===== config.mk =====
export PLATFORM = sky130hd
export DESIGN_NAME = uart_tx_fifo
export DESIGN_NICKNAME = d
export VERILOG_FILES = /design/src/rtl/uart_tx_fifo.sv
export SDC_FILE = /design/constraint.sdc
export NUM_CORES = 1
export LEC_CHECK = 0
export ABC_AREA = 1
export CAP_MARGIN = 20
export CORE_UTILIZATION = 35
export DETAILED_ROUTE_END_ITERATION = 8
export GPL_TIMING_DRIVEN = 1
export PLACE_DENSITY = 0.57
export SYNTH_ARGS = -nofsm -noshare
export SYNTH_HDL_FRONTEND = slang
export SYNTH_SLANG_ARGS = --single-unit
export TNS_END_PERCENT = 5

===== constraint.sdc =====
create_clock -name clk -period 2.4 [get_ports clk]
set_input_delay 0.48 -clock clk [delete_from_list [all_inputs] [get_ports clk]]
set_output_delay 0.48 -clock clk [all_outputs]
set_load 0.02 [all_outputs]

===== src/rtl/uart_tx_fifo.sv =====
// -----------------------------------------------------------------------------
// uart_tx_fifo
//
// Byte-oriented UART transmitter with a small input FIFO. Bytes pushed on
// tx_data/tx_wr are queued and sent on tx as 8N1 frames (start bit, 8 data
// bits LSB first, stop bit) at CLKS_PER_BIT clock cycles per bit. Frames are
// sent back to back with no idle gap while the FIFO has data.
//
// Parameters
//   CLKS_PER_BIT  clock cycles per serial bit (2..65535)
//   FIFO_DEPTH    FIFO entries (power of two, >= 2)
//
// Ports
//   clk           system clock, rising edge
//   rst_n         asynchronous active-low reset
//   tx_data[7:0]  byte to enqueue, sampled when tx_wr = 1
//   tx_wr         push strobe, one byte per cycle high
//   tx            serial line, idles high, driven from a flop
//   tx_busy       high while a frame is on the line
//   tx_done_tick  one-cycle pulse in the last cycle of each stop bit
//   fifo_full     FIFO holds FIFO_DEPTH bytes
//   fifo_empty    FIFO holds no bytes
//   fifo_level    current byte count
//   ovf_tick      one-cycle pulse the cycle after a push was dropped
// -----------------------------------------------------------------------------
module uart_tx_fifo #(
    parameter int CLKS_PER_BIT = 2622,
    parameter int FIFO_DEPTH   = 4
) (
    input  logic                          clk,
    input  logic                          rst_n,
    input  logic [7:0]                    tx_data,
    input  logic                          tx_wr,
    output logic                          tx,
    output logic                          tx_busy,
    output logic                          tx_done_tick,
    output logic                          fifo_full,
    output logic                          fifo_empty,
    output logic [$clog2(FIFO_DEPTH):0]   fifo_level,
    output logic                          ovf_tick
);

    localparam int AW = $clog2(FIFO_DEPTH);
    localparam int LW = AW + 1;

    localparam logic [15:0]   BAUD_LAST  = 16'(CLKS_PER_BIT - 1);
    localparam logic [15:0]   BAUD_PRE   = 16'(CLKS_PER_BIT - 2);
    localparam logic [LW-1:0] LEVEL_FULL = LW'(FIFO_DEPTH);
    localparam logic [LW-1:0] LEVEL_ONE  = LW'(1);
    localparam logic [AW-1:0] PTR_ONE    = AW'(1);

    typedef enum logic [1:0] {
        S_IDLE  = 2'd0,
        S_START = 2'd1,
        S_DATA  = 2'd2,
        S_STOP  = 2'd3
    } state_t;

    state_t          state_q, state_d;
    logic [15:0]     baud_q, baud_d;
    logic [2:0]      bit_idx_q, bit_idx_d;
    logic [7:0]      shift_q, shift_d;
    logic            tx_q, tx_d;
    logic            busy_q, busy_d;
    logic            done_q, done_d;
    logic            ovf_q, ovf_d;
    logic [AW-1:0]   wr_ptr_q, wr_ptr_d;
    logic [AW-1:0]   rd_ptr_q, rd_ptr_d;
    logic [LW-1:0]   count_q, count_d;
    logic            full_q, full_d;
    logic            empty_q, empty_d;
    logic [7:0]      mem_q [FIFO_DEPTH];

    logic            pop_s;
    logic            push_s;
    logic            drop_s;
    logic            bit_end_s;

    // Transmit FSM: next state, baud/bit counters, shifter load/shift, pop request.
    always_comb begin
        state_d   = state_q;
        baud_d    = baud_q;
        bit_idx_d = bit_idx_q;
        shift_d   = shift_q;
        pop_s     = 1'b0;
        bit_end_s = (baud_q == BAUD_LAST);

        case (state_q)
            S_IDLE: begin
                baud_d    = 16'd0;
                bit_idx_d = 3'd0;
                if (!empty_q) begin
                    pop_s   = 1'b1;
                    shift_d = mem_q[rd_ptr_q];
                    state_d = S_START;
                end else begin
                    state_d = S_IDLE;
                end
            end
            S_START: begin
                if (bit_end_s) begin
                    baud_d    = 16'd0;
                    bit_idx_d = 3'd0;
                    state_d   = S_DATA;
                end else begin
                    baud_d = baud_q + 16'd1;
                end
            end
            S_DATA: begin
                if (bit_end_s) begin
                    baud_d  = 16'd0;
                    shift_d = {1'b0, shift_q[7:1]};
                    if (bit_idx_q == 3'd7) begin
                        state_d = S_STOP;
                    end else begin
                        bit_idx_d = bit_idx_q + 3'd1;
                    end
                end else begin
                    baud_d = baud_q + 16'd1;
                end
            end
            S_STOP: begin
                if (bit_end_s) begin
                    baud_d    = 16'd0;
                    bit_idx_d = 3'd0;
                    // Chain straight into the next frame when data is waiting.
                    if (!empty_q) begin
                        pop_s   = 1'b1;
                        shift_d = mem_q[rd_ptr_q];
                        state_d = S_START;
                    end else begin
                        state_d = S_IDLE;
                    end
                end else begin
                    baud_d = baud_q + 16'd1;
                end
            end
            default: begin
                state_d   = S_IDLE;
                baud_d    = 16'd0;
                bit_idx_d = 3'd0;
            end
        endcase
    end

    // FIFO bookkeeping and registered status/line outputs.
    always_comb begin
        // Full is judged on the registered flag, so a pop in the same cycle
        // never makes room for a push that arrived while full.
        push_s   = tx_wr & ~full_q;
        drop_s   = tx_wr & full_q;
        wr_ptr_d = wr_ptr_q;
        rd_ptr_d = rd_ptr_q;
        count_d  = count_q;

        if (push_s) begin
            wr_ptr_d = wr_ptr_q + PTR_ONE;
        end else begin
            wr_ptr_d = wr_ptr_q;
        end

        if (pop_s) begin
            rd_ptr_d = rd_ptr_q + PTR_ONE;
        end else begin
            rd_ptr_d = rd_ptr_q;
        end

        case ({push_s, pop_s})
            2'b10:   count_d = count_q + LEVEL_ONE;
            2'b01:   count_d = count_q - LEVEL_ONE;
            default: count_d = count_q;
        endcase

        full_d  = (count_d == LEVEL_FULL);
        empty_d = (count_d == '0);

        // Line level follows the state being entered so tx is a pure flop output.
        case (state_d)
            S_START: tx_d = 1'b0;
            S_DATA:  tx_d = shift_d[0];
            default: tx_d = 1'b1;
        endcase

        busy_d = (state_d != S_IDLE);
        // Armed one cycle early so the registered pulse lands on the last stop cycle.
        done_d = (state_q == S_STOP) && (baud_q == BAUD_PRE);
        ovf_d  = drop_s;
    end

    // State, counter, FIFO pointer and output registers.
    always_ff @(posedge clk or negedge rst_n) begin
        if (!rst_n) begin
            state_q   <= S_IDLE;
            baud_q    <= 16'd0;
            bit_idx_q <= 3'd0;
            shift_q   <= 8'd0;
            tx_q      <= 1'b1;
            busy_q    <= 1'b0;
            done_q    <= 1'b0;
            ovf_q     <= 1'b0;
            wr_ptr_q  <= '0;
            rd_ptr_q  <= '0;
            count_q   <= '0;
            full_q    <= 1'b0;
            empty_q   <= 1'b1;
        end else begin
            state_q   <= state_d;
            baud_q    <= baud_d;
            bit_idx_q <= bit_idx_d;
            shift_q   <= shift_d;
            tx_q      <= tx_d;
            busy_q    <= busy_d;
            done_q    <= done_d;
            ovf_q     <= ovf_d;
            wr_ptr_q  <= wr_ptr_d;
            rd_ptr_q  <= rd_ptr_d;
            count_q   <= count_d;
            full_q    <= full_d;
            empty_q   <= empty_d;
        end
    end

    // FIFO storage; contents are don't-care until the pointers reference them.
    always_ff @(posedge clk) begin
        if (push_s) begin
            mem_q[wr_ptr_q] <= tx_data;
        end
    end

    assign tx           = tx_q;
    assign tx_busy      = busy_q;
    assign tx_done_tick = done_q;
    assign fifo_full    = full_q;
    assign fifo_empty   = empty_q;
    assign fifo_level   = count_q;
    assign ovf_tick     = ovf_q;

endmodule


==> results of run 1 <==
==> sequential cells by signal, summed over array words and instances (netlist names) <==
name and cells:
state_q 2, tx_done_tick 1, bit_idx_q 3, fifo_level 3, baud_q 16, tx 1, tx_busy 1, rd_ptr_q 2
fifo_full 1, wr_ptr_q 2, shift_q 8, mem_q 32, ovf_tick 1, fifo_empty 1
==> synthesized netlist by cell type, types with 4 or more instances <==
cell type and n:
sky130_fd_sc_hd__a21boi_0 4, sky130_fd_sc_hd__a21oi_1 11, sky130_fd_sc_hd__buf_2 5, sky130_fd_sc_hd__dfrtp_1 40
sky130_fd_sc_hd__edfxtp_1 32, sky130_fd_sc_hd__ha_1 15, sky130_fd_sc_hd__inv_1 43, sky130_fd_sc_hd__nand2_1 64
sky130_fd_sc_hd__nand3_1 18, sky130_fd_sc_hd__nand4_1 4, sky130_fd_sc_hd__nor2_1 59, sky130_fd_sc_hd__nor3_1 4
sky130_fd_sc_hd__o21ai_0 31, sky130_fd_sc_hd__o22ai_1 5, sky130_fd_sc_hd__xor2_1 7
==> power by group through the flow <==
| stage | Clock, W | Sequential [W] | Combinational, W |
|---|---|---|---|
| 5_1_grt | 0.00120 | 0.00157 | 0.000636 |
| 3_3_place_gp | 0 | 0.00158 | 0.000529 |
| 3_5_place_dp | 0 | 0.00158 | 0.000546 |
| 6_report | 0.00111 | 0.00155 | 0.000573 |
| 4_1_cts | 0.00115 | 0.00156 | 0.000549 |
| 2_1_floorplan | 0 | 0.00161 | 0.000266 |
==> placed cells by master, fill, tap and decap left out, types with 4 or more instances in the layout <==
cell,count
sky130_fd_sc_hd__nand3_1,16
sky130_fd_sc_hd__xor2_1,7
sky130_fd_sc_hd__nand2_1,61
sky130_fd_sc_hd__inv_2,4
sky130_fd_sc_hd__nand2_2,6
sky130_fd_sc_hd__o22ai_1,5
sky130_fd_sc_hd__nor2_1,57
sky130_fd_sc_hd__a21boi_0,4
sky130_fd_sc_hd__buf_4,39
sky130_fd_sc_hd__o21ai_0,30
sky130_fd_sc_hd__dfrtp_1,40
sky130_fd_sc_hd__clkdlybuf4s50_1,18
sky130_fd_sc_hd__edfxtp_1,32
sky130_fd_sc_hd__a21oi_1,11
sky130_fd_sc_hd__ha_1,13
sky130_fd_sc_hd__o21ai_1,4
sky130_fd_sc_hd__clkbuf_8,10
sky130_fd_sc_hd__inv_1,41
sky130_fd_sc_hd__nor3_1,4
sky130_fd_sc_hd__nand4_1,4
==> worst max-delay path: stages, from the launching register on <==
cell                      delay [ns]
sky130_fd_sc_hd__dfrtp_1        0.39
sky130_fd_sc_hd__inv_2          0.08
sky130_fd_sc_hd__ha_4           0.14
sky130_fd_sc_hd__nand3_4        0.08
sky130_fd_sc_hd__nor2_4         0.10
sky130_fd_sc_hd__nand3_2        0.11
sky130_fd_sc_hd__nand2_2        0.10
sky130_fd_sc_hd__nand2_2        0.06
sky130_fd_sc_hd__inv_2          0.08
sky130_fd_sc_hd__ha_4           0.14
sky130_fd_sc_hd__fa_1           0.40
sky130_fd_sc_hd__mux2_4         0.29
sky130_fd_sc_hd__or2_4          0.24
sky130_fd_sc_hd__nor2_2         0.07
==> worst min-delay path by stage <==
stage | startpoint | endpoint | slack, ns | depth (start not counted)
2_1_floorplan | rst_n | baud_q[0] | 0.18 | 0
3_3_place_gp | bit_idx_q[2] | bit_idx_q[2] | 0.47 | 2
3_5_place_dp | bit_idx_q[0] | bit_idx_q[0] | 0.48 | 1
4_1_cts | rst_n | shift_q[1] | 0.20 | 2
5_1_grt | rst_n | shift_q[1] | 0.24 | 2
6_report | rst_n | baud_q[15] | 0.20 | 2
==> logic make-up (layout without fill, tap and decap cells) <==
kind of cell	after synthesis	count (layout)	share of synthesized area (%)
AO/OA/AOI/OAI	58	58	9.069
AND/OR/NAND/NOR	161	161	19.85
buffers and inverters	53	122	5.812
XOR/XNOR	9	9	2.206
flip-flops	74	74	56.37
adder cells (fa/ha/maj)	16	16	5.812
multiplexers	3	3	0.8754
==> layer usage <==
layer  routed length, um  part of all wire, %  GRT usage [%]
met4                  76                  1.0          5.742
met2                3601                   48          26.56
met3                 240                  3.2          4.746
met5                   0                    0              0
met1                3518                   47          19.51
==> final cells by class <==
type | count | area, um2 | share of cell area (%)
clock buffers | 11 | 141.4 | 3.149
inverters | 47 | 178.9 | 3.986
flip-flops and latches | 74 | 2014 | 44.87
clock inverters | 5 | 86.33 | 1.923
well taps | 133 | 166.4 | 3.707
multi-input cells | 247 | 1413 | 31.47
repair buffers | 59 | 489.2 | 10.90
==> per-stage QoR <==
| stage | util [%] | instances | power, W |
|---|---|---|---|
| 4_1_cts | 45.35 | 575 | 0.003253 |
| 3_3_place_gp | 42.14 | 549 | 0.002106 |
| 2_1_floorplan | - | 374 | 0.001880 |
| 5_1_grt | 45.72 | 576 | 0.003408 |
| 6_report | 45.72 | 576 | 0.003237 |
| 3_5_place_dp | 42.14 | 549 | 0.002129 |
==> timing repair <==
item | CTS | global route
gates resized for setup | 4 | 7
hold buffers | 0 | 0
setup buffers | 10 | 2
pin swaps | 4 | 6
setup endpoints to repair | 2 | 3
==> out/summary.md, run 1 <==
The flow ran to the end, and the final reports show no timing, DRC or antenna violations. In this run the static leakage power is 2.020 nW. Summed over all failing endpoints, the final setup total negative slack is 0 ns. The worst setup path is of the register to register kind. The wire length of the first global-routing pass is 12590 um, and the number of inserted diodes is 0. The wire-length estimate of the detail-placed layout is 4964 um.

The die width came out at 103.0 um. The final hold violation count was 0; the clock edge transition at the registers on the reported setup and hold paths was 0.08 ns. The post-route minimum period works out to 2.353 ns.

Sequential cells burn 48.0% of the power. The tools report the last weighted congestion value of the routability-driven placer as 0.8509. The final layout contains routed wiring with a total length of 7436 um. Net switching is 26.99% of the power. Summed over all instances, the cell type with the most area after synthesis is sky130_fd_sc_hd__dfrtp_1. Core region area: 0.009819 mm2. The logs give 0.01062 mm2 for the floorplan die area and 2704 for the number of global-route vias before repair.

The share of synthesized area occupied by flip-flops and latches is 56.37%. For the filler cell count in the final layout, the log shows 961. The number of vias per cell came out at 4.710. The logs give 2713 for the routed via count and 34.3% for the power share of the clock group. Clock insertion delay at the later pin of the skew report: 0.35 ns.

TritonCTS built the clock tree. The Yosys step of the flow raised 0 warnings. The count of cells along the worst register-to-register path was 13; the flip-flop and latch count after synthesis was 74. The number of enable flip-flop cells after synthesis was 32; the async set or reset register ratio after synthesis was 56.76%. For this run, the post-layout net count is 465. Category of the worst setup path launch point: a register. The most critical setup path has its endpoint at fifo_empty. Across all register-to-register paths, the minimum setup slack is 0.05 ns.

For the pin with the worst max-slew slack, the measured transition is 0.5374 ns. The largest fanout on the critical path came out at 2. The maximum level of the CTS H-tree came out at 3. In this run the clock root is driven by a sky130_fd_sc_hd__clkbuf_8. The internal portion of the total power is 0.002363 W.

Summing all placed instances gives a cell area of 0.004138 mm2. For the worst setup path, the data arrival time is 2.64 ns. Setup repair after global routing could not meet its margin everywhere. The mean instance size in the synthesized netlist works out to 9.555 um2.

The combined global-route utilization of all metal layers is 15.90%, and the post-route worst setup slack is 0.04738 ns. In this run the tightest slew margin relative to its limit is 64.17%. For this design the total switching power over the nets is 0.0008737 W. The mapped netlist covers 0.003573 mm2. For the count of pins over their slew limit, the log shows 0. Across all hold checks on the routed design, the worst slack comes to 0.2004 ns.

Row generation in the floorplan step produced 36 rows. Combinational logic burns 17.7% of the power. The netlist uses 36 different library cells.

For this run the aggregate overflow at the end of global routing stands at 0. The worst path uses 98.03% of the clock period. For the achievable clock frequency, the log shows 425.1 MHz. Port buffering added 19 buffers. In this run the power density over the cells is 721.1 mW/mm2.

The logs give 9 for the number of buffers created by CTS and 36.39% for the starting density of the core. The run gives 43 as the largest net degree at the start of global routing. Category of the worst setup path capture point: a register.

The tools report the largest clock skew in the final design as 0.01034 ns. The tool flagged a number of max-cap violations equal to 0. Sorting the synthesized cells by area gives the leading types as sky130_fd_sc_hd__dfrtp_1 (28%), sky130_fd_sc_hd__edfxtp_1 (27%), sky130_fd_sc_hd__nand2_1 (6.7%), sky130_fd_sc_hd__nor2_1 (6.2%), sky130_fd_sc_hd__ha_1 (5.3%). The post-synthesis to final-layout area growth is 25.63%. The number of buffers on the longest clock path is 2, and the net count of the mapped netlist is 401.

The final-report setup violation count is 0, and the count of nets left with antenna violations after detail routing is 0. In this run the critical register-to-register path is launched from baud_q[1]. The critical path startpoint was baud_q[1].

In this run the biggest area consumer among cell types represents 28.01% of the synthesized area. The path category of the worst min-delay check is input port to asynchronous set/reset pin. For the initial antenna violation count, the log shows 0. The first TritonRoute pass finished after 5 iterations. Across the VDD grid, the largest voltage drop is 0.4369 mV. The first-iteration detailed-routing DRC count came out at 131.

For this run, the leading register cell type out of synthesis is sky130_fd_sc_hd__dfrtp_1. At the worst endpoint, the required time is 2.68 ns. Dividing the detail-routed wire length by the instance count gives 12.91 um. In the final layout, the share of cells above drive strength 1 is 19.19%.

With fillers left out, the area of the finished cells amounts to 0.004489 mm2. The clock net in this run drives a total of 74 sinks. The worst setup slack before clock tree synthesis was -0.07681 ns. The chip height was 103.0 um; the DRC violation count after routing was 0.

Critical register-to-register path endpoint: fifo_empty. Synthesis produced a netlist whose cell count is 374. The number of I/O pins was 20.
No activity file was read; power rests on OpenSTA's default activity.
==> inputs of run 2 (changes only) <==
CTS_CLUSTER_SIZE = 30   (was not set)
REMOVE_ABC_BUFFERS = 1   (was not set)
==> out/summary.md, run 2 (synthesis results as in run 1) <==
The run finished, with violations left. The checks that failed: negative setup slack. The logs give 966 (was 961) for the filler cell count in the final layout and 120 (was 131) for the first-iteration detailed-routing DRC count. Clock edge transition at the registers on the reported setup and hold paths: 0.08 ns (about the same).

The DRC violation count after routing is 0 (unchanged). The register containing the most flip-flops in the final layout is mem_q (unchanged). The number of vias per cell is 4.630 (was 4.710). The run gives 4 (was 5) as the number of optimization iterations in the first detailed-route pass.

The routed via count is 2713 (unchanged), and the chip height is 103.0 um (unchanged). TritonCTS built the clock tree. The final cycle utilization of the critical path came out at 100.4% (was 98.03%).

The achievable clock frequency is 415.2 MHz (was 425.1 MHz), and the total number of placement rows is 36 (unchanged). Most used cells in the layout excluding fill and tap cells: sky130_fd_sc_hd__nand2_1 (61), sky130_fd_sc_hd__nor2_1 (55), sky130_fd_sc_hd__buf_4 (45) (was sky130_fd_sc_hd__nand2_1 (61), sky130_fd_sc_hd__nor2_1 (57), sky130_fd_sc_hd__inv_1 (41)). The logs give 475 (was 465) for the net count of the finished layout and 20 (unchanged) for the number of I/O pins. The launching point of the worst reg2reg path is baud_q[1] (unchanged).

The die width works out to 103.0 um (unchanged). The tools report the combined global-route utilization of all metal layers as 16.03% (was 15.90%). The TritonCTS sink count was 74 (unchanged). The final routed wirelength across all metal layers was 7400 um (was 7436 um); the number of inserted diodes was 0 (unchanged).

The core region area came out at 0.009819 mm2 (unchanged). Worst setup path category: register to register (unchanged). Cell chosen for the clock root: sky130_fd_sc_hd__clkbuf_8 (unchanged). The count of nets left with antenna violations after detail routing is 0 (unchanged). Standby leakage power: 2.081 nW (was 2.020 nW). The slew of the pin with the lowest slew margin works out to 0.5892 ns (was 0.5374 ns). Final routed wire length divided by cell count: 12.63 um (was 12.91 um). The largest fanout on the critical path is 3 (was 2), and the total overflow reported by the global router is 0 (unchanged). Setup repair after global routing could not meet its margin everywhere. The tools report the category of the worst setup path capture point as a register (unchanged).

The tools report the largest net degree at the start of global routing as 27 (was 43). The logs give 2 (was 0) for the final-report setup violation count and 2777 (was 2704) for the number of global-route vias before repair. The tools report the maximum level of the CTS H-tree as 3 (unchanged).

The logs give 5028 um (was 4964 um) for the detailed placement HPWL and 0.1316 ns (was 0.2004 ns) for the worst hold slack. Critical path startpoint: baud_q[1] (unchanged). The tools report the data required time of the critical path as 2.68 ns (about the same). The logs give 0 (unchanged) for the initial antenna violation count and 0.35 ns (about the same) for the clock insertion delay at the later pin of the skew report.

For the number of buffers on the longest clock path, the log shows 2 (unchanged). The starting density of the core came out at 36.39% (unchanged). The run gives -0.1333 ns (was -0.07681 ns) as the worst setup slack before clock tree synthesis. The number of port buffers came out at 19 (unchanged). The category of the worst setup path launch point was a register (unchanged). The logs give 12940 um (was 12590 um) for the wire length of the first global-routing pass and 0 (unchanged) for the final hold violation count.

The leading cell type in the layout, fill and taps excluded is sky130_fd_sc_hd__nand2_1 (unchanged). The power per cell area was 707.8 mW/mm2 (was 721.1 mW/mm2). The run gives 9 (unchanged) as the number of buffers created by CTS. The floorplan die area was 0.01062 mm2 (unchanged).

The logs give 0.8038 (was 0.8509) for the last weighted congestion value of the routability-driven placer and -0.008691 ns (was 0.04738 ns) for the post-route worst setup slack. The share of post-route cells with drive strength above 1 came out at 21.85% (was 19.19%). The count of pins over their slew limit came out at 0 (unchanged). Path category of the worst min-delay check: input port to asynchronous set/reset pin (unchanged). The number of violations of the max-capacitance limit was 0 (unchanged); the maximum vdd drop was 0.5011 mV (was 0.4369 mV). Largest regs: mem_q: 32 flops, baud_q: 16 flops, shift_q: 8 flops (unchanged). The post-synthesis to final-layout area growth is 28.68% (was 25.63%), and the post-route minimum period is 2.409 ns (was 2.353 ns). The largest clock skew in the final design was 0.008847 ns (was 0.01034 ns); the flip-flop count of the largest register after layout was 32 (unchanged). The run gives 2.69 ns (was 2.64 ns) as the arrival time at the worst endpoint. For the relative slew slack, the log shows 60.72% (was 64.17%).
run 2: cell types whose count changed in the layout (fill, tap and decap cells not counted), sizes merged:
cell / previous run / this run
buf: 41 / 51
clkbuf: 11 / 10
inv: 47 / 48
run 2: area by class of cell:
class | instances | area (um2) | share of cell area (%)
clock buffer | 10 | 137.6 | 2.993
clock inverter | 6 | 97.59 | 2.122
inverter | 47 | 178.9 | 3.891
multi-input combinational | 247 | 1423 | 30.94
sequential | 74 | 2016 | 43.84
tap | 133 | 166.4 | 3.619
timing repair buffer | 69 | 579.3 | 12.60
run 2: power breakdown:
| group | switching (W) | total [W] | internal [W] |
|---|---|---|---|
| logic | 0.000323 | 0.000579 | 0.000257 |
| clock network | 0.000492 | 0.00112 | 0.000628 |
| registers | 0.0000662 | 0.00155 | 0.00149 |
| total | 0.000881 | 0.00325 | 0.00237 |
run 2: final timing paths:
check	to	slack (ns)	cells past startpoint
worst min register to register	bit_idx_q[0]	0.47	1
worst max-delay path	fifo_full	-0.009	13
worst min-delay path	baud_q[5]	0.13	1
worst max register to register	fifo_full	-0.009	13
max in group asynchronous	tx	1.63	2
min in group clk	bit_idx_q[0]	0.47	1
run 2: critical path: stages (launching register included):
cell and delay [ns]:
sky130_fd_sc_hd__dfrtp_1 0.40, sky130_fd_sc_hd__inv_2 0.09, sky130_fd_sc_hd__ha_4 0.14, sky130_fd_sc_hd__nand3_4 0.08, sky130_fd_sc_hd__nor2_4 0.13, sky130_fd_sc_hd__nand3_2 0.10
sky130_fd_sc_hd__nand2_2 0.09, sky130_fd_sc_hd__nand2_2 0.07, sky130_fd_sc_hd__inv_2 0.08, sky130_fd_sc_hd__ha_4 0.14, sky130_fd_sc_hd__fa_1 0.41, sky130_fd_sc_hd__mux2_4 0.29
sky130_fd_sc_hd__or2_4 0.24, sky130_fd_sc_hd__nor2_2 0.10
run 2: per-stage QoR:
stage               total power [W]  area [um2]  cells  TNS [ns]  utilization (%)
finish                     0.003255        4598    586  -0.01472            46.83
global route               0.003422        4598    586   -0.3042            46.83
detailed placement         0.002112        4121    550   -0.2650            41.97
global placement           0.002086        4121    550   -0.1249            41.97
floorplan                  0.001859        3545    368   -0.1547                -
CTS                        0.003262        4543    586         0            46.27
run 2: repair_timing:
action / in CTS / in global routing
resized for setup: 11 / 15
buffers inserted: 20 / 2
endpoints found under the setup margin: 2 / 4
hold buffers: 0 / 0
pin swaps: 5 / 7
run 2: layer usage:
layer / vias to the layer above / share of wire, % / track usage [%]
li1: 1370 / - / -
met1: 1298 / 45 / 19.35
met2: 39 / 51 / 28.15
met3: 6 / 3.0 / 3.458
met4: 0 / 1.0 / 5.742
met5: - / 0 / 0
